## src/rtl/counter_sweep_controller_pkg.sv

```systemverilog
// Shared definitions for the sweep controller: state codes, timing defaults, state helpers.
// Latency: n/a (constants and pure functions only).
// Backpressure: n/a.
package counter_sweep_controller_pkg;

  // Timing defaults: one hold tick per second at 100 MHz, two ticks per limit.
  localparam int TICK_DIV_DEFAULT   = 100000000;
  localparam int HOLD_TICKS_DEFAULT = 2;

  // State encodings, visible on the STATE output.
  localparam logic [2:0] ST_IDLE    = 3'd0;
  localparam logic [2:0] ST_UP      = 3'd1;
  localparam logic [2:0] ST_HOLD_HI = 3'd2;
  localparam logic [2:0] ST_DOWN    = 3'd3;
  localparam logic [2:0] ST_HOLD_LO = 3'd4;
  localparam logic [2:0] ST_PAUSED  = 3'd5;
  localparam logic [2:0] ST_FAULT   = 3'd6;

  // True in either dwell state at a sweep limit.
  function automatic logic is_hold(input logic [2:0] s);
    return (s == ST_HOLD_HI) || (s == ST_HOLD_LO);
  endfunction

  // True while the external counter is being driven.
  function automatic logic is_moving(input logic [2:0] s);
    return (s == ST_UP) || (s == ST_DOWN);
  endfunction

endpackage

```

## src/rtl/button_pulse_sync.sv

```systemverilog
// Button conditioner: 2-flop synchroniser plus rising-edge detector, one-cycle pulse out.
// Latency: pulse is high 3 clock edges after the button input first samples high.
// Backpressure: none; a held button yields exactly one pulse until released.
// Ports: clk (rising edge), rst_n (async active-low), btn_in (async level), pulse (1-cycle, registered).
module button_pulse_sync
  import counter_sweep_controller_pkg::*;
(
  input  logic clk,
  input  logic rst_n,
  input  logic btn_in,
  output logic pulse
);

  // sync_q[0], sync_q[1] form the synchroniser; sync_q[2] is the previous
  // synchronised level used for edge detection.
  logic [2:0] sync_q, sync_d;
  logic       pulse_q, pulse_d;

  always_comb begin
    sync_d  = {sync_q[1:0], btn_in};
    pulse_d = sync_q[1] & ~sync_q[2];
  end

  always_ff @(posedge clk or negedge rst_n) begin
    if (!rst_n) begin
      sync_q  <= 3'b000;
      pulse_q <= 1'b0;
    end else begin
      sync_q  <= sync_d;
      pulse_q <= pulse_d;
    end
  end

  assign pulse = pulse_q;

endmodule

```

## src/rtl/counter_sweep_controller.sv

```systemverilog
// Sweeps an external up/down counter between two limits with a timed dwell at each end.
// Latency: buttons act 4 edges after rising; limit compares act 1 edge after VALUE; outputs registered.
// Backpressure: none; STOP beats START when both pulse together, START is ignored in FAULT.
// Ports: CLK, RESET (async active-low), START/STOP (async buttons), MODE (1 = continuous),
//        UPPER_LIMIT/LOWER_LIMIT/VALUE (8-bit), CTR_ENABLE/CTR_CNTRL (counter drive),
//        STATE (3-bit code), CYCLE_COUNT (completed sweeps, saturating), FAULT.
module counter_sweep_controller
  import counter_sweep_controller_pkg::*;
#(
  parameter int TICK_DIV   = TICK_DIV_DEFAULT,
  parameter int HOLD_TICKS = HOLD_TICKS_DEFAULT
) (
  input  logic       CLK,
  input  logic       RESET,
  input  logic       START,
  input  logic       STOP,
  input  logic       MODE,
  input  logic [7:0] UPPER_LIMIT,
  input  logic [7:0] LOWER_LIMIT,
  input  logic [7:0] VALUE,
  output logic       CTR_ENABLE,
  output logic       CTR_CNTRL,
  output logic [2:0] STATE,
  output logic [7:0] CYCLE_COUNT,
  output logic       FAULT
);

  localparam int PRESC_W = (TICK_DIV > 1) ? $clog2(TICK_DIV) : 1;
  localparam int TICK_W  = (HOLD_TICKS > 1) ? $clog2(HOLD_TICKS) : 1;
  localparam logic [PRESC_W-1:0] PRESC_MAX = PRESC_W'(TICK_DIV - 1);
  localparam logic [TICK_W-1:0]  TICK_MAX  = TICK_W'(HOLD_TICKS - 1);

  logic start_p, stop_p;

  button_pulse_sync u_start_sync (
    .clk    (CLK),
    .rst_n  (RESET),
    .btn_in (START),
    .pulse  (start_p)
  );

  button_pulse_sync u_stop_sync (
    .clk    (CLK),
    .rst_n  (RESET),
    .btn_in (STOP),
    .pulse  (stop_p)
  );

  logic [2:0]         state_q, state_d;
  logic [2:0]         saved_q, saved_d;
  logic [PRESC_W-1:0] presc_q, presc_d;
  logic [TICK_W-1:0]  tick_q, tick_d;
  logic [7:0]         cycle_q, cycle_d;
  logic               ctr_enable_q, ctr_enable_d;
  logic               ctr_cntrl_q, ctr_cntrl_d;
  logic               fault_q, fault_d;
  logic               presc_wrap, hold_expire;

  always_comb begin
    state_d     = state_q;
    saved_d     = saved_q;
    presc_d     = presc_q;
    tick_d      = tick_q;
    cycle_d     = cycle_q;
    presc_wrap  = (presc_q == PRESC_MAX);
    hold_expire = presc_wrap && (tick_q == TICK_MAX);

    if (stop_p) begin
      // STOP wins any collision with START.
      case (state_q)
        ST_UP, ST_HOLD_HI, ST_DOWN, ST_HOLD_LO: begin
          saved_d = state_q;
          state_d = ST_PAUSED;
        end
        ST_PAUSED, ST_FAULT: state_d = ST_IDLE;
        default:             state_d = ST_IDLE;
      endcase
    end else begin
      case (state_q)
        ST_IDLE: begin
          if (start_p) begin
            cycle_d = 8'd0;
            state_d = (UPPER_LIMIT <= LOWER_LIMIT) ? ST_FAULT : ST_UP;
          end
        end
        // Limits are read live, so a mid-sweep change applies at the next compare.
        ST_UP:   if (VALUE >= UPPER_LIMIT) state_d = ST_HOLD_HI;
        ST_DOWN: if (VALUE <= LOWER_LIMIT) state_d = ST_HOLD_LO;
        ST_HOLD_HI, ST_HOLD_LO: begin
          if (presc_wrap) begin
            presc_d = '0;
            tick_d  = hold_expire ? '0 : tick_q + TICK_W'(1);
          end else begin
            presc_d = presc_q + PRESC_W'(1);
          end
          if (hold_expire) begin
            if (state_q == ST_HOLD_HI) begin
              state_d = ST_DOWN;
            end else begin
              if (cycle_q != 8'hFF) cycle_d = cycle_q + 8'd1;
              state_d = MODE ? ST_UP : ST_IDLE;
            end
          end
        end
        ST_PAUSED: if (start_p) state_d = saved_q;
        ST_FAULT:  state_d = ST_FAULT;
        default:   state_d = ST_IDLE;
      endcase
    end

    // Hold timers survive only in the hold states and across a pause; everywhere
    // else they sit at zero so every hold entry starts a fresh dwell.
    if (!is_hold(state_d) && (state_d != ST_PAUSED)) begin
      presc_d = '0;
      tick_d  = '0;
    end

    // Outputs are decoded from the next state so they register alongside it.
    ctr_enable_d = is_moving(state_d);
    ctr_cntrl_d  = ctr_cntrl_q;
    if (state_d == ST_UP)   ctr_cntrl_d = 1'b1;
    if (state_d == ST_DOWN) ctr_cntrl_d = 1'b0;
    fault_d      = (state_d == ST_FAULT);
  end

  always_ff @(posedge CLK or negedge RESET) begin
    if (!RESET) begin
      state_q      <= ST_IDLE;
      saved_q      <= ST_IDLE;
      presc_q      <= '0;
      tick_q       <= '0;
      cycle_q      <= 8'd0;
      ctr_enable_q <= 1'b0;
      ctr_cntrl_q  <= 1'b1;
      fault_q      <= 1'b0;
    end else begin
      state_q      <= state_d;
      saved_q      <= saved_d;
      presc_q      <= presc_d;
      tick_q       <= tick_d;
      cycle_q      <= cycle_d;
      ctr_enable_q <= ctr_enable_d;
      ctr_cntrl_q  <= ctr_cntrl_d;
      fault_q      <= fault_d;
    end
  end

  assign STATE       = state_q;
  assign CYCLE_COUNT = cycle_q;
  assign CTR_ENABLE  = ctr_enable_q;
  assign CTR_CNTRL   = ctr_cntrl_q;
  assign FAULT       = fault_q;

endmodule

```

## config.mk

```make
export PLATFORM = sky130hd
export DESIGN_NAME = counter_sweep_controller
export DESIGN_NICKNAME = d
export VERILOG_FILES = /design/src/rtl/counter_sweep_controller_pkg.sv /design/src/rtl/button_pulse_sync.sv /design/src/rtl/counter_sweep_controller.sv
export SDC_FILE = /design/constraint.sdc
export NUM_CORES = 1
export LEC_CHECK = 0
export ABC_AREA = 1
export CAP_MARGIN = 20
export CORE_MARGIN = 10
export CORE_UTILIZATION = 45
export DETAILED_ROUTE_END_ITERATION = 10
export DONT_BUFFER_PORTS = 1
export PLACE_DENSITY = 0.62
export SLEW_MARGIN = 5
export SYNTH_ARGS = -nofsm -noshare
export SYNTH_HDL_FRONTEND = slang
export SYNTH_SLANG_ARGS = --single-unit
```

## constraint.sdc

```tcl
create_clock -name CLK -period 2.03 [get_ports CLK]
set_input_delay 0.203 -clock CLK [delete_from_list [all_inputs] [get_ports CLK]]
set_output_delay 0.203 -clock CLK [all_outputs]
set_load 0.02 [all_outputs]
```

==> metrics <==
GRT Total Usage=between 10% and 20%; layout cell share with drive strength beyond 1=24.88%; cell count after synthesis=about 500; status=finished, violations left; full die area=12570 sq um; async set-or-reset flop fraction in the synthesized netlist=100.0%; top post-synthesis cells by area=dfrtp_1 (34%), nand2_1 (11%), ha_1 (8.5%); clk buf depth=2; failing checks=negative setup slack; I/O pin count=between 40 and 50; DP Cell Count=a little under 700; RSZ-0062 raised after global routing=yes; die width=112.1 um; critical path class=reg2reg; final wirelength=around 10 mm; Syn Area/Cell=7.415 sq um; Max Cap Viol=0; Crit path required time=roughly 2200 ps; Rel. slew slack=70.42%; Peak VDD IR=0.5158 mV; critical path launch point type=flop; Hold Crit Class=reg2reg; Non-Filler Instances=~710; total negative slack=-3577 ps; FF-to-FF path depth=17; Detail Placement HPWL=7.765 mm; Final Util=59.52%; pin count of the biggest net entering global routing=54; Worst Setup EP=presc_q[9]; First-pass DRT Iterations=4; total power=approximately 0.0050 W; final worst-path cycle share=107.2%; nets@finish=approximately 660; clk_skew=9.799 ps; grt ovf=0; Cell Area, Synth=roughly 3800 sq um; Synth top area share=34.08%; Initial Utilization=46.24%; synth cell count leaders=nand2_1 (110), nor2_1 (66), inv_1 (63); Crit Path Max Fanout=4; DR DRC count=0; Synth cell types=37; Post-synth top flop=dfrtp_1; antenna violation net count after detailed routing=0; CP endpoint kind=flop; hold path startpoint=u_stop_sync.sync_q[0]; Lkg Pwr=roughly 2.4 nW; Cell Pwr Density=approximately 1000 nW/um^2; worst reg2reg startpoint=presc_q[21]; Slew @ Worst Pin=440.1 ps; vias in the first global route=3669; initial antenna violation count=0; Peak Freq=0.4594 GHz; CTS tree=yes; core area=8258 sq um; Critical Path Source=presc_q[21]; Slew Viols, Final=0; DR WL/cell=14.73 um; post-synthesis register bit count=53; minimum clock period=2177 ps; pre-CTS WS=-91.86 ps; vias per inst=5.182; Die H=112.1 um; worst path arrival time=2380 ps; Final GP Congestion=0.9426; Final setup viols=29; Seq/Total Area, Yosys=approximately a third; count leader, synth=nand2_1; clk sinks=53; Antenna diodes=0; R2R setup slack=-150 ps; Post-Synthesis Net Count=570; Hold Vio Cnt, Final=0; EDFF count, synth=0; Cell Rows=33; PortBufs=0; via count=3669; Yosys warning count=0; area delta synth->final=28.70%; first-pass GRT wire length=17.20 mm; CTS clk-pin slew, worst paths=100 ps; Synth area leader=dfrtp_1; CTS Root Cell=clkbuf_8; worst flop-to-flop path endpoint=presc_q[9]; initial drt markers=199; CTS Buf Count=5; setup ws final=-146.9 ps; Clock Latency Late Sink=just over 300 ps; # fillers=776; htree depth=2
[critical path, stage by stage (launching register included)]
cell and delay, ps:
dfrtp_1 370, nand2_1 90, nor2_1 200, nand2_1 120, nor2_4 140, nand3_4 90
nand2_2 90, nand2_2 60, inv_2 80, nand2_2 60, nand2_2 80, nand2_2 70
nor2_4 160, nor2_8 60, buf_12 130, clkbuf_16 140, nand3b_1 90, o21ai_2 60
[placed cells by master, fill, tap and decap left out, drive strengths merged, types with 7 or more instances in the layout]
cell    instances
a21oi          11
o21ai          24
inv            71
buf            85
nand4          19
ha             26
dfrtp          52
nor3           15
nand2         116
nor2           71
nor4            7
xor2           19
nand3          47
clkbuf          9
nand3b          7
[metrics by stage]
step | cell area (sq um) | hold WS, ps
2_1_floorplan | 3827 | -92.59
3_3_place_gp | 4436 | -89.63
3_5_place_dp | 4436 | -89.64
4_1_cts | 4671 | 317.6
5_1_grt | 4915 | 365.9
6_report | 4915 | 360.5
[power by group]
part	internal [W]	leakage, nW	switching [W]
registers	0.00117	0.712	0.000108
clock network	0.000244	0.0374	0.000364
logic	0.00142	1.65	0.00165
[sequential cells by signal, indices dropped and copies added (netlist names)]
register / count
presc_q: 27
u_stop_sync.pulse: 1
saved_q: 3
FAULT: 1
u_start_sync.sync_q: 3
CTR_ENABLE: 1
CTR_CNTRL: 1
u_start_sync.pulse: 1
CYCLE_COUNT: 8
u_stop_sync.sync_q: 3
tick_q: 1
STATE: 3
[worst min path at each step]
| stage | end | slack [ps] | depth (start not counted) |
|---|---|---|---|
| after floorplan | CTR_ENABLE | -90 | 0 |
| after global placement | saved_q[2] | -90 | 0 |
| after detailed placement | saved_q[2] | -90 | 0 |
| after CTS | STATE[0] | 320 | 6 |
| after global routing | u_stop_sync.sync_q[1] | 370 | 0 |
| final | u_stop_sync.sync_q[1] | 360 | 0 |
[area by class of cell]
cell class,instances,area [sq um],area share [%]
timing repair buffer,91,833.3,16.96
multi-input combinational,380,2268,46.16
clock inverter,2,15.01,0.3055
tap,105,131.4,2.673
inverter,71,266.5,5.423
sequential,53,1328,27.01
clock buffer,6,72.57,1.477
[what timing repair did]
| item | CTS | global route |
|---|---|---|
| pin swaps | 6 | 6 |
| gates resized for setup | 8 | 21 |
| hold endpoints to repair | 55 | 0 |
| hold buffers | 4 | 0 |
| setup endpoints to repair | 29 | 35 |
| gates cloned | 1 | 3 |
| buffers inserted | 4 | 9 |
[cell families after synthesis]
logic type | after synthesis | share of synthesized area, %
simple gates | 285 | 34.76
fa+ha+maj | 26 | 8.519
xor+xnor | 25 | 5.734
flops | 53 | 34.76
buf+inv | 82 | 8.879
compound gates | 44 | 7.339
[metal layers]
layer / up-vias / track usage, % / part of all wire, %
li1: 1853 / - / -
met1: 1730 / 19.14 / 43
met2: 72 / 28.20 / 51
met3: 14 / 2.982 / 4.4
met4: 0 / 4.315 / 1.5
met5: - / 0 / 0
(Power assumes the default switching activity.)
